[config.mk]
export PLATFORM = sky130hd
export DESIGN_NAME = wb_arbiter_2m_flat
export DESIGN_NICKNAME = d
export VERILOG_FILES = /design/src/rtl/wb_arb_pkg.sv /design/src/rtl/wshb_if.sv /design/src/rtl/wb_arb_fsm.sv /design/src/rtl/wb_arbiter_2m.sv /design/src/flat_wrapper.sv
export SDC_FILE = /design/constraint.sdc
export NUM_CORES = 1
export LEC_CHECK = 0
export CORE_AREA = 3 3 136 138
export DETAILED_ROUTE_END_ITERATION = 10
export DIE_AREA = 0 0 139 141
export GPL_ROUTABILITY_DRIVEN = 0
export PLACE_DENSITY_LB_ADDON = 0.15
export SLEW_MARGIN = 20
export SYNTH_ARGS = -nofsm -noshare
export SYNTH_HDL_FRONTEND = slang
export SYNTH_SLANG_ARGS = --single-unit
[constraint.sdc]
create_clock -name clk -period 3.4 [get_ports clk]
set_input_delay 0.85 -clock clk [delete_from_list [all_inputs] [get_ports clk]]
set_output_delay 0.85 -clock clk [all_outputs]
set_load 0.03 [all_outputs]
[src/rtl/wb_arb_pkg.sv]
// wb_arb_pkg: shared types and grant decision for the two-master Wishbone arbiter.
// WB_ARB_FIXED_PRIO_EN selects fixed m0-first priority instead of round-robin.
package wb_arb_pkg;
  localparam int NB_MASTERS = 2;
  localparam int WB_AW = 32;
  localparam int WB_DW = 32;
  localparam int WB_SW = WB_DW / 8;
  typedef enum logic [1:0] {IDLE, GNT0, GNT1} arb_state_t;
  // last names the master granted most recently (0 = m0, 1 = m1)
  function automatic arb_state_t next_grant(input logic [NB_MASTERS-1:0] req, input logic last);
`ifdef WB_ARB_FIXED_PRIO_EN
    return req[0] ? GNT0 : req[1] ? GNT1 : IDLE;
`else
    return req == 2'b11 ? (last ? GNT0 : GNT1) : req[0] ? GNT0 : req[1] ? GNT1 : IDLE;
`endif
  endfunction
endpackage

[src/rtl/wshb_if.sv]
// wshb_if: classic Wishbone bus bundle shared by masters and slaves of the arbiter.
interface wshb_if import wb_arb_pkg::*; (input logic clk);
  logic [WB_AW-1:0] adr;
  logic [WB_DW-1:0] dat_ms;
  logic [WB_DW-1:0] dat_sm;
  logic [WB_SW-1:0] sel;
  logic we;
  logic stb;
  logic cyc;
  logic ack;
  logic err;
  logic rty;
  modport master(input clk, output adr, dat_ms, sel, we, stb, cyc, input dat_sm, ack, err, rty);
  modport slave(input clk, input adr, dat_ms, sel, we, stb, cyc, output dat_sm, ack, err, rty);
endinterface

[src/rtl/wb_arb_fsm.sv]
// wb_arb_fsm: grant state machine, priority pointer and saturating grant counters.
// WB_ARB_FIXED_PRIO_EN removes the round-robin pointer (m0 always wins ties).
module wb_arb_fsm import wb_arb_pkg::*; #(
  parameter int CNT_W = 16
) (
  input  logic                  clk,
  input  logic                  rst,
  input  logic [NB_MASTERS-1:0] req_i,
  output logic [NB_MASTERS-1:0] grant_o,
  output logic [CNT_W-1:0]      gnt_cnt0_o,
  output logic [CNT_W-1:0]      gnt_cnt1_o
);
  arb_state_t state_q, state_d;
  logic [CNT_W-1:0] cnt0_q, cnt0_d, cnt1_q, cnt1_d;
  logic inc0, inc1, last;
`ifdef WB_ARB_FIXED_PRIO_EN
  assign last = 1'b1;
`else
  logic last_q, last_d;
  assign last = last_q;
  always_ff @(posedge clk or posedge rst)
    if (rst) last_q <= 1'b1;
    else     last_q <= last_d;
  always_comb last_d = inc0 ? 1'b0 : inc1 ? 1'b1 : last_q;
`endif
  // a grant is held for the whole CYC; the decision is only re-taken once CYC drops
  always_comb begin
    state_d = state_q == GNT0 && req_i[0] ? GNT0 :
              state_q == GNT1 && req_i[1] ? GNT1 : next_grant(req_i, last);
    inc0    = state_d == GNT0 && !(state_q == GNT0 && req_i[0]);
    inc1    = state_d == GNT1 && !(state_q == GNT1 && req_i[1]);
    cnt0_d  = inc0 && cnt0_q != '1 ? cnt0_q + CNT_W'(1) : cnt0_q;
    cnt1_d  = inc1 && cnt1_q != '1 ? cnt1_q + CNT_W'(1) : cnt1_q;
  end
  always_ff @(posedge clk or posedge rst)
    if (rst) begin
      state_q <= IDLE;
      cnt0_q  <= '0;
      cnt1_q  <= '0;
    end else begin
      state_q <= state_d;
      cnt0_q  <= cnt0_d;
      cnt1_q  <= cnt1_d;
    end
  assign grant_o    = {state_q == GNT1, state_q == GNT0};
  assign gnt_cnt0_o = cnt0_q;
  assign gnt_cnt1_o = cnt1_q;
endmodule

[src/rtl/wb_arbiter_2m.sv]
// wb_arbiter_2m: shares one Wishbone slave between two masters, CYC-granular arbitration.
// Define WB_ARB_FIXED_PRIO_EN for fixed m0 priority; round-robin otherwise.
module wb_arbiter_2m import wb_arb_pkg::*; #(
  parameter int CNT_W = 16
) (
  input  logic             clk,
  input  logic             rst,
  wshb_if.slave            wb_m0,
  wshb_if.slave            wb_m1,
  wshb_if.master           wb_s,
  output logic [1:0]       grant,
  output logic [CNT_W-1:0] gnt_cnt0,
  output logic [CNT_W-1:0] gnt_cnt1
);
  logic g0, g1;
  wb_arb_fsm #(.CNT_W(CNT_W)) u_fsm (
    .clk        (clk),
    .rst        (rst),
    .req_i      ({wb_m1.cyc, wb_m0.cyc}),
    .grant_o    (grant),
    .gnt_cnt0_o (gnt_cnt0),
    .gnt_cnt1_o (gnt_cnt1)
  );
  assign g0 = grant[0];
  assign g1 = grant[1];
  assign wb_s.cyc    = (g0 & wb_m0.cyc) | (g1 & wb_m1.cyc);
  assign wb_s.stb    = (g0 & wb_m0.stb) | (g1 & wb_m1.stb);
  assign wb_s.we     = (g0 & wb_m0.we)  | (g1 & wb_m1.we);
  assign wb_s.adr    = g1 ? wb_m1.adr    : g0 ? wb_m0.adr    : '0;
  assign wb_s.dat_ms = g1 ? wb_m1.dat_ms : g0 ? wb_m0.dat_ms : '0;
  assign wb_s.sel    = g1 ? wb_m1.sel    : g0 ? wb_m0.sel    : '0;
  // responses after the owner dropped CYC are discarded rather than routed
  assign wb_m0.ack    = g0 & wb_m0.cyc & wb_s.ack;
  assign wb_m0.err    = g0 & wb_m0.cyc & wb_s.err;
  assign wb_m0.rty    = g0 & wb_m0.cyc & wb_s.rty;
  assign wb_m1.ack    = g1 & wb_m1.cyc & wb_s.ack;
  assign wb_m1.err    = g1 & wb_m1.cyc & wb_s.err;
  assign wb_m1.rty    = g1 & wb_m1.cyc & wb_s.rty;
  assign wb_m0.dat_sm = wb_s.dat_sm;
  assign wb_m1.dat_sm = wb_s.dat_sm;
endmodule

[src/flat_wrapper.sv]
// flat-port wrapper written by rule: the top's interface ports become plain ports
module wb_arbiter_2m_flat import wb_arb_pkg::*;
#(
  parameter int CNT_W = 16
)
  (clk, rst, grant, gnt_cnt0, gnt_cnt1, wb_m0_adr, wb_m0_dat_ms, wb_m0_sel, wb_m0_we, wb_m0_stb, wb_m0_cyc, wb_m0_dat_sm, wb_m0_ack, wb_m0_err, wb_m0_rty, wb_m1_adr, wb_m1_dat_ms, wb_m1_sel, wb_m1_we, wb_m1_stb, wb_m1_cyc, wb_m1_dat_sm, wb_m1_ack, wb_m1_err, wb_m1_rty, wb_s_adr, wb_s_dat_ms, wb_s_sel, wb_s_we, wb_s_stb, wb_s_cyc, wb_s_dat_sm, wb_s_ack, wb_s_err, wb_s_rty);
  wshb_if wb_m0_i (.clk(clk));
  wshb_if wb_m1_i (.clk(clk));
  wshb_if wb_s_i (.clk(clk));
  input  logic clk;
  input  logic rst;
  output logic [1:0] grant;
  output logic [CNT_W-1:0] gnt_cnt0;
  output logic [CNT_W-1:0] gnt_cnt1;
  input wire logic [$bits(wb_m0_i.adr)-1:0] wb_m0_adr;
  input wire logic [$bits(wb_m0_i.dat_ms)-1:0] wb_m0_dat_ms;
  input wire logic [$bits(wb_m0_i.sel)-1:0] wb_m0_sel;
  input wire logic [$bits(wb_m0_i.we)-1:0] wb_m0_we;
  input wire logic [$bits(wb_m0_i.stb)-1:0] wb_m0_stb;
  input wire logic [$bits(wb_m0_i.cyc)-1:0] wb_m0_cyc;
  output wire logic [$bits(wb_m0_i.dat_sm)-1:0] wb_m0_dat_sm;
  output wire logic [$bits(wb_m0_i.ack)-1:0] wb_m0_ack;
  output wire logic [$bits(wb_m0_i.err)-1:0] wb_m0_err;
  output wire logic [$bits(wb_m0_i.rty)-1:0] wb_m0_rty;
  input wire logic [$bits(wb_m1_i.adr)-1:0] wb_m1_adr;
  input wire logic [$bits(wb_m1_i.dat_ms)-1:0] wb_m1_dat_ms;
  input wire logic [$bits(wb_m1_i.sel)-1:0] wb_m1_sel;
  input wire logic [$bits(wb_m1_i.we)-1:0] wb_m1_we;
  input wire logic [$bits(wb_m1_i.stb)-1:0] wb_m1_stb;
  input wire logic [$bits(wb_m1_i.cyc)-1:0] wb_m1_cyc;
  output wire logic [$bits(wb_m1_i.dat_sm)-1:0] wb_m1_dat_sm;
  output wire logic [$bits(wb_m1_i.ack)-1:0] wb_m1_ack;
  output wire logic [$bits(wb_m1_i.err)-1:0] wb_m1_err;
  output wire logic [$bits(wb_m1_i.rty)-1:0] wb_m1_rty;
  output wire logic [$bits(wb_s_i.adr)-1:0] wb_s_adr;
  output wire logic [$bits(wb_s_i.dat_ms)-1:0] wb_s_dat_ms;
  output wire logic [$bits(wb_s_i.sel)-1:0] wb_s_sel;
  output wire logic [$bits(wb_s_i.we)-1:0] wb_s_we;
  output wire logic [$bits(wb_s_i.stb)-1:0] wb_s_stb;
  output wire logic [$bits(wb_s_i.cyc)-1:0] wb_s_cyc;
  input wire logic [$bits(wb_s_i.dat_sm)-1:0] wb_s_dat_sm;
  input wire logic [$bits(wb_s_i.ack)-1:0] wb_s_ack;
  input wire logic [$bits(wb_s_i.err)-1:0] wb_s_err;
  input wire logic [$bits(wb_s_i.rty)-1:0] wb_s_rty;
  assign wb_m0_i.adr = wb_m0_adr;
  assign wb_m0_i.dat_ms = wb_m0_dat_ms;
  assign wb_m0_i.sel = wb_m0_sel;
  assign wb_m0_i.we = wb_m0_we;
  assign wb_m0_i.stb = wb_m0_stb;
  assign wb_m0_i.cyc = wb_m0_cyc;
  assign wb_m0_dat_sm = wb_m0_i.dat_sm;
  assign wb_m0_ack = wb_m0_i.ack;
  assign wb_m0_err = wb_m0_i.err;
  assign wb_m0_rty = wb_m0_i.rty;
  assign wb_m1_i.adr = wb_m1_adr;
  assign wb_m1_i.dat_ms = wb_m1_dat_ms;
  assign wb_m1_i.sel = wb_m1_sel;
  assign wb_m1_i.we = wb_m1_we;
  assign wb_m1_i.stb = wb_m1_stb;
  assign wb_m1_i.cyc = wb_m1_cyc;
  assign wb_m1_dat_sm = wb_m1_i.dat_sm;
  assign wb_m1_ack = wb_m1_i.ack;
  assign wb_m1_err = wb_m1_i.err;
  assign wb_m1_rty = wb_m1_i.rty;
  assign wb_s_adr = wb_s_i.adr;
  assign wb_s_dat_ms = wb_s_i.dat_ms;
  assign wb_s_sel = wb_s_i.sel;
  assign wb_s_we = wb_s_i.we;
  assign wb_s_stb = wb_s_i.stb;
  assign wb_s_cyc = wb_s_i.cyc;
  assign wb_s_i.dat_sm = wb_s_dat_sm;
  assign wb_s_i.ack = wb_s_ack;
  assign wb_s_i.err = wb_s_err;
  assign wb_s_i.rty = wb_s_rty;
  wb_arbiter_2m #(.CNT_W(CNT_W)) u_core (.clk(clk), .rst(rst), .wb_m0(wb_m0_i), .wb_m1(wb_m1_i), .wb_s(wb_s_i), .grant(grant), .gnt_cnt0(gnt_cnt0), .gnt_cnt1(gnt_cnt1));
endmodule
==> results.md, run 1 <==
- Status: completed
- Starting density of the core: 0.172
- Die X: 139 microns
- Synth Area in Simple Gates: 0.172
- Worst path depth: 5
- Adder-Cell Fraction of Synth Area: 0.0118
- # IOs: about 350
- Ys Warns: 0
- Root buffer cell: clkbuf_16
- Worst Path Max Fanout: 50
- Cells on worst reg2reg path: 7
- Skew-Pair Late Insertion Delay: about 280 ps
- FMAX: 313 MHz
- Worst Max-Slew Pin Slew: 465 ps
- Inst Count DP: 725
- Max VDD drop: ~0.34 mV
- Die height: 141 microns
- Number of post-CTS setup repair buffers: 0
- PD cells: approximately 460 mW/mm^2
- Max stage delay cell, worst path: clkdlybuf4s50_1
- IO Port Bufs: between 200 and 300
- Via-to-Cell Ratio: 4.35
- Row count: 48
- 1st-iter DRT viols: 74
- Worst min path class: register to register
- Total CTS buffers: 5
- Final instance area: 0.00553 sq mm
- Min-delay src: u_core.u_fsm.gnt_cnt1_o[10]
- Crit share post-route: 0.940
- GR Overflow Total: 0
- CORE AREA: 0.0173 sq mm
- Share of layout cells above drive strength 1: 0.0689
- Vias: 3187
- Worst Hold End: u_core.u_fsm.gnt_cnt1_o[10]
- Worst setup SP type: register
- Synth Area in XOR/XNOR: 0.0797
- Layout net count: 688
- Commonest non-fill, non-tap cell in the layout: clkdlybuf4s50_1
- Die ar.: ~0.020 sq mm
- Post-route setup TNS: 0 ps
- Routed WL: 14800 microns
- Synth Instances: around 320
- P_leak: 2.16 nW
- Setup CP Type: register to output pin
- CP endpoint kind: output pin
- Inserted Diodes: 0
- Cell Count, Final, Fillers Out: 733
- Worst hold stages: 1
- Setup Viol. Count Final: 0
- Final critical delay including setup and external delays: 3190 ps
- Initial antenna violation count: 0
- CTS max path bufs: 2
- Wirelength per Cell: between 20 and 25 microns
- Placed wire-length estimate: 12100 microns
- Yosys cell types: 44
- Max Cap Viol: 0
- Resize count post-CTS: 0
- Slew headroom: 0.690
- Syn_area_per_cell: between 9 and 10 sq um
- Post-synthesis mux area share: 0.0126
- WP data required: 2550 ps
- Hold buffer count at CTS: 0
- CTS tree: done
- RSZ-0062 raised after global routing: false
- Largest family of logic cells by synthesized area: compound AO/OA/AOI/OAI gates
- Yosys reg bits: 35
- Most frequent cells in the layout: 253 x clkdlybuf4s50_1, 70 x a22o_1, 34 x dfrtp_1, 19 x xnor2_1, 16 x nand2_1
- Worst r2r src: u_core.u_fsm.state_q[1]
- Vias in the first global route: 3377
- Critical Path, Cell by Cell: nand2b_1 -> inv_2 -> buf_12 -> a22o_1 -> clkdlybuf4s50_1
- Compound-gate portion of the synthesized area: 0.235
- Placed Instance Area: approximately 0.0054 sq mm
- Largest cells by area after synthesis: dfrtp_1 29%, a22o_1 21%, buf_4 16%
- First-pass GRT wire length: around 22000 microns
- Reg2reg end: u_core.u_fsm.gnt_cnt1_o[9]
- R2R Setup Slk: 1430 ps
- Clock Sinks: 35
- Layout Skew: 6.53 ps
- Final Hold Viols: 0
- DR DRC count: 0
- Sequential area share after synthesis: 0.296
- Syn_nets: 498
- Worst path bufs/invs: 3
- Crit path DAT: roughly 2300 ps
- Final ANT Viol Nets: 0
- Worst-path clk slew: 60 ps
- Area Growth Syn to Fin: 86.4%
- Total track usage: 0.142
- Initial DRT Pass Iterations: 4
- Final count of pins violating max slew: 0
- CTS H-tree depth: 2
- Dominant cell type by area after synthesis: dfrtp_1
- Largest net degree at the start of global routing: 76
- Mapped Area: 0.00297 sq mm
- CP top delay family: buffers and inverters
- Yosys top cell area share: 0.287
- Delay of the slowest critical-path stage: 720 ps
## area by class of cell
cell class	instances	area, sq um
inverters	8	30.0
well taps	225	282
repair buffers	263	2650
clock buffers	5	125
fillers	1791	11800
multi-input cells	194	1530
clock inverters	3	47.5
flip-flops and latches	35	877
## flip-flops by register name (all words and copies together), names as in the netlist
signal and cells:
u_core.u_fsm.last 1, u_core.u_fsm.gnt_cnt0_o 16, u_core.u_fsm.gnt_cnt1_o 16, u_core.u_fsm.state_q 2
## kinds of logic (layout without fill, tap and decap cells)
logic type,after synthesis,in the layout
muxes,3,3
DFF,35,35
and+or+nand+nor,80,80
xor gates and xnor gates,27,27
adders and majority gates,3,3
AOI/OAI and AO/OA,81,81
buffers and inverters,88,279
## stage by stage
stage	setup slack [ps]	util	hold WS, ps	power (mW)
6_report	205	0.320	501	2.52
2_1_floorplan	924	-	532	1.46
4_1_cts	189	0.320	509	2.56
5_1_grt	102	0.320	520	2.65
3_5_place_dp	221	0.310	500	2.01
3_3_place_gp	220	0.310	488	2.00
## Yosys cell counts, drive strengths merged
| master | number |
|---|---|
| nor2b | 1 |
| nand2 | 16 |
| nand4b | 1 |
| nand3 | 11 |
| xnor2 | 19 |
| nand2b | 2 |
| o21a | 1 |
| mux2 | 3 |
| maj3 | 1 |
| xor2 | 8 |
| nor3 | 2 |
| nand3b | 1 |
| dfrtp | 34 |
| o22a | 1 |
| and4 | 1 |
| clkbuf | 12 |
| and4bb | 1 |
| a31oi | 1 |
| nor4b | 1 |
| dfstp | 1 |
| buf | 68 |
| a21oi | 5 |
| inv | 8 |
| or3 | 1 |
| and3 | 10 |
| or4 | 2 |
| ha | 2 |
| o21ai | 3 |
| nor4 | 3 |
| nand4 | 12 |
| a22o | 70 |
| nor2 | 13 |
| nor3b | 2 |
## report_power, final
part	leakage, nW	switching [mW]	internal, mW
registers	0.455	0.119	0.502
clock network	0.0844	0.183	0.349
logic	1.62	0.723	0.640
total	2.16	1.03	1.49
## how the worst max path moves through the flow
| stage | slack (ps) | start | end |
|---|---|---|---|
| after floorplan | 920 | wb_m1_cyc | wb_s_cyc |
| after global placement | 220 | wb_m1_adr[10] | wb_s_adr[10] |
| after detailed placement | 220 | wb_m1_adr[10] | wb_s_adr[10] |
| after CTS | 190 | u_core.u_fsm.state_q[1] | wb_s_dat_ms[2] |
| after global routing | 100 | u_core.u_fsm.state_q[1] | wb_s_adr[23] |
| final | 210 | u_core.u_fsm.state_q[1] | wb_s_dat_ms[2] |
## layer usage
metal	share of wire	wire, microns	vias to the layer above	track usage
li1	-	-	1476	-
met1	0.41	6080	1522	0.169
met2	0.50	7370	180	0.249
met3	0.077	1150	9	0.0434
met4	0.017	245	0	0.0340
met5	0	0	-	0
Power figures use the tool's default switching activity.
==> run 2: changes to the inputs <==
--- a/config.mk
+++ b/config.mk
@@ -10,6 +10,7 @@
 export DIE_AREA = 0 0 139 141
 export GPL_ROUTABILITY_DRIVEN = 0
 export PLACE_DENSITY_LB_ADDON = 0.15
+export SETUP_SLACK_MARGIN = 0.4
 export SLEW_MARGIN = 20
 export SYNTH_ARGS = -nofsm -noshare
 export SYNTH_HDL_FRONTEND = slang
==> results.md, run 2 (synthesis results as in run 1) <==
- Worst Path Max Fanout: 4 (was 50)
- DR DRC count: 0 (unchanged)
- Status: completed (unchanged)
- Row count: 48 (unchanged)
- Via-to-Cell Ratio: 4.32 (was 4.35)
- Busiest grt layer: met2 (unchanged)
- Clock Sinks: 35 (unchanged)
- Inst Count DP: 725 (unchanged)
- Setup CP Type: input pin to output pin (was register to output pin)
- FMAX: 344 MHz (was 313 MHz)
- Max Cap Viol: 0 (unchanged)
- Initial DRT Pass Iterations: 4 (unchanged)
- Crit path DAT: 2050 ps (was 2340 ps)
- Hold Worst Slack: 501 ps (about the same)
- Worst min path class: register to register (unchanged)
- Post-route setup TNS: 0 ps (unchanged)
- CP endpoint kind: output pin (unchanged)
- Layout Skew: 6.96 ps (was 6.53 ps)
- Placed wire-length estimate: 12100 microns (unchanged)
- Root buffer cell: clkbuf_16 (unchanged)
- Wirelength per Cell: 20.2 microns (about the same)
- Setup Viol. Count Final: 0 (unchanged)
- RSZ-0062 raised after global routing: false (unchanged)
- 1st-iter DRT viols: 83 (was 74)
- Die X: 139 microns (unchanged)
- Max stage delay cell, worst path: clkdlybuf4s50_1 (unchanged)
- Share of layout cells above drive strength 1: 0.0689 (unchanged)
- P_leak: 2.41 nW (was 2.16 nW)
- Place WS: 221 ps (unchanged)
- CTS tree: done (unchanged)
- Global routing usage on met1: 0.169 (about the same)
- Final Util: 0.315 (was 0.320)
- Worst-path clk slew: 60 ps (about the same)
- Starting density of the core: 0.172 (unchanged)
- CORE AREA: 0.0173 sq mm (unchanged)
- GR Overflow Total: 0 (unchanged)
- Worst setup SP type: input pin (was register)
- Inserted Diodes: 0 (unchanged)
- Delay of the slowest critical-path stage: 560 ps (was 720 ps)
- Initial antenna violation count: 0 (unchanged)
- Final instance area: 0.00545 sq mm (was 0.00553 sq mm)
- Commonest non-fill, non-tap cell in the layout: clkdlybuf4s50_1 (unchanged)
- Vias: 3163 (was 3187)
- Hold buffer count at CTS: 0 (unchanged)
- Largest net degree at the start of global routing: 76 (unchanged)
- Total track usage: 0.141 (was 0.142)
- Area Growth Syn to Fin: 83.6% (was 86.4%)
- Final ANT Viol Nets: 0 (unchanged)
- CTS H-tree depth: 2 (unchanged)
- Layout net count: 688 (unchanged)
- Critical Path, Cell by Cell: clkdlybuf4s50_1 -> buf_4 -> inv_1 -> o21ai_0 -> buf_4 (was nand2b_1 -> inv_2 -> buf_12 -> a22o_1 -> clkdlybuf4s50_1)
- Die ar.: 0.0196 sq mm (unchanged)
- Final setup margin: 497 ps (was 205 ps)
- WP data required: 2550 ps (about the same)
- IO Port Bufs: 257 (unchanged)
- Total CTS buffers: 5 (unchanged)
- Final Hold Viols: 0 (unchanged)
- GR Util met3: 0.0431 (was 0.0434)
- Die height: 141 microns (unchanged)
- Crit share post-route: 0.854 (was 0.940)
- Routed WL: 14800 microns (about the same)
- CTS max path bufs: 2 (unchanged)
- Skew-Pair Late Insertion Delay: 280 ps (about the same)
- Worst Max-Slew Pin Slew: 460 ps (was 465 ps)
- Final count of pins violating max slew: 0 (unchanged)
- Vias in the first global route: 3360 (was 3377)
- Placed Instance Area: 0.00536 sq mm (unchanged)
- Most frequent cells in the layout: 179 x clkdlybuf4s50_1, 70 x a22o_1, 68 x dlygate4sd2_1, 34 x dfrtp_1, 19 x xnor2_1 (was 253 x clkdlybuf4s50_1, 70 x a22o_1, 34 x dfrtp_1, 19 x xnor2_1, 16 x nand2_1)
- Tot Pwr: 2.44 mW (was 2.52 mW)
- PD cells: 448 mW/mm^2 (was 455 mW/mm^2)
- # IOs: 354 (unchanged)
- Met2 Resource Use GR: 0.249 (about the same)
- Cell Count, Final, Fillers Out: 733 (unchanged)
- First-pass GRT wire length: 21800 microns (about the same)
- Max VDD drop: 0.342 mV (was 0.340 mV)
- Slew headroom: 0.691 (was 0.690)
- Crit-path most repeated cell: buf_4
- Final critical delay including setup and external delays: 2900 ps (was 3190 ps)
-- run 2: area by class of cell --
| cell class | count | area, sq um |
|---|---|---|
| fillers | 1832 | 11800 |
| repair buffers | 263 | 2560 |
| multi-input cells | 194 | 1530 |
| flip-flops and latches | 35 | 877 |
| well taps | 225 | 282 |
| clock buffers | 5 | 125 |
| clock inverters | 3 | 47.5 |
| inverters | 8 | 30.0 |
-- run 2: layer usage --
metal	vias up	part of all wire
li1	1479	-
met1	1504	0.41
met2	170	0.50
met3	10	0.076
met4	0	0.017
met5	-	0
-- run 2: worst max-delay path, delay by kind of cell --
family,cells,cell delay [ps]
AOI/OAI and AO/OA,1,180
buffers and inverters,4,1010
-- run 2: path summary, 6_finish.rpt --
path / from / to / slack (ps) / cells after the start
hold / removal: u_core.u_fsm.gnt_cnt1_o[10] / u_core.u_fsm.gnt_cnt1_o[10] / 500 / 1
hold reg to reg: u_core.u_fsm.gnt_cnt1_o[10] / u_core.u_fsm.gnt_cnt1_o[10] / 500 / 1
max in group asynchronous: rst / u_core.u_fsm.last / 2070 / 3
setup reg to reg: u_core.u_fsm.state_q[1] / u_core.u_fsm.gnt_cnt1_o[9] / 1440 / 7
setup / recovery: wb_m1_cyc / wb_s_cyc / 500 / 5
min in group asynchronous: rst / u_core.u_fsm.gnt_cnt1_o[5] / 970 / 3
-- run 2: report_power, final --
group / switching, mW / internal (mW) / total [mW]
clock network: 0.184 / 0.349 / 0.534
logic: 0.718 / 0.569 / 1.29
registers: 0.119 / 0.502 / 0.621
total: 1.02 / 1.42 / 2.44
-- run 2: what timing repair did --
| action | CTS | global route |
|---|---|---|
| buffers inserted | 0 | 0 |
| setup endpoints to repair | 73 | 6 |
| resized for setup | 73 | 6 |
==> run 3: changes to the inputs <==
--- a/config.mk
+++ b/config.mk
@@ -5,12 +5,14 @@
 export SDC_FILE = /design/constraint.sdc
 export NUM_CORES = 1
 export LEC_CHECK = 0
+export ABC_CLOCK_PERIOD_IN_PS = 3400
 export CORE_AREA = 3 3 136 138
 export DETAILED_ROUTE_END_ITERATION = 10
 export DIE_AREA = 0 0 139 141
 export GPL_ROUTABILITY_DRIVEN = 0
 export PLACE_DENSITY_LB_ADDON = 0.15
 export SETUP_SLACK_MARGIN = 0.4
+export SKIP_LAST_GASP = 1
 export SLEW_MARGIN = 20
 export SYNTH_ARGS = -nofsm -noshare
 export SYNTH_HDL_FRONTEND = slang
==> results of run 3 <==
The final DEF is identical to that of run 2; final timing and power are the same.
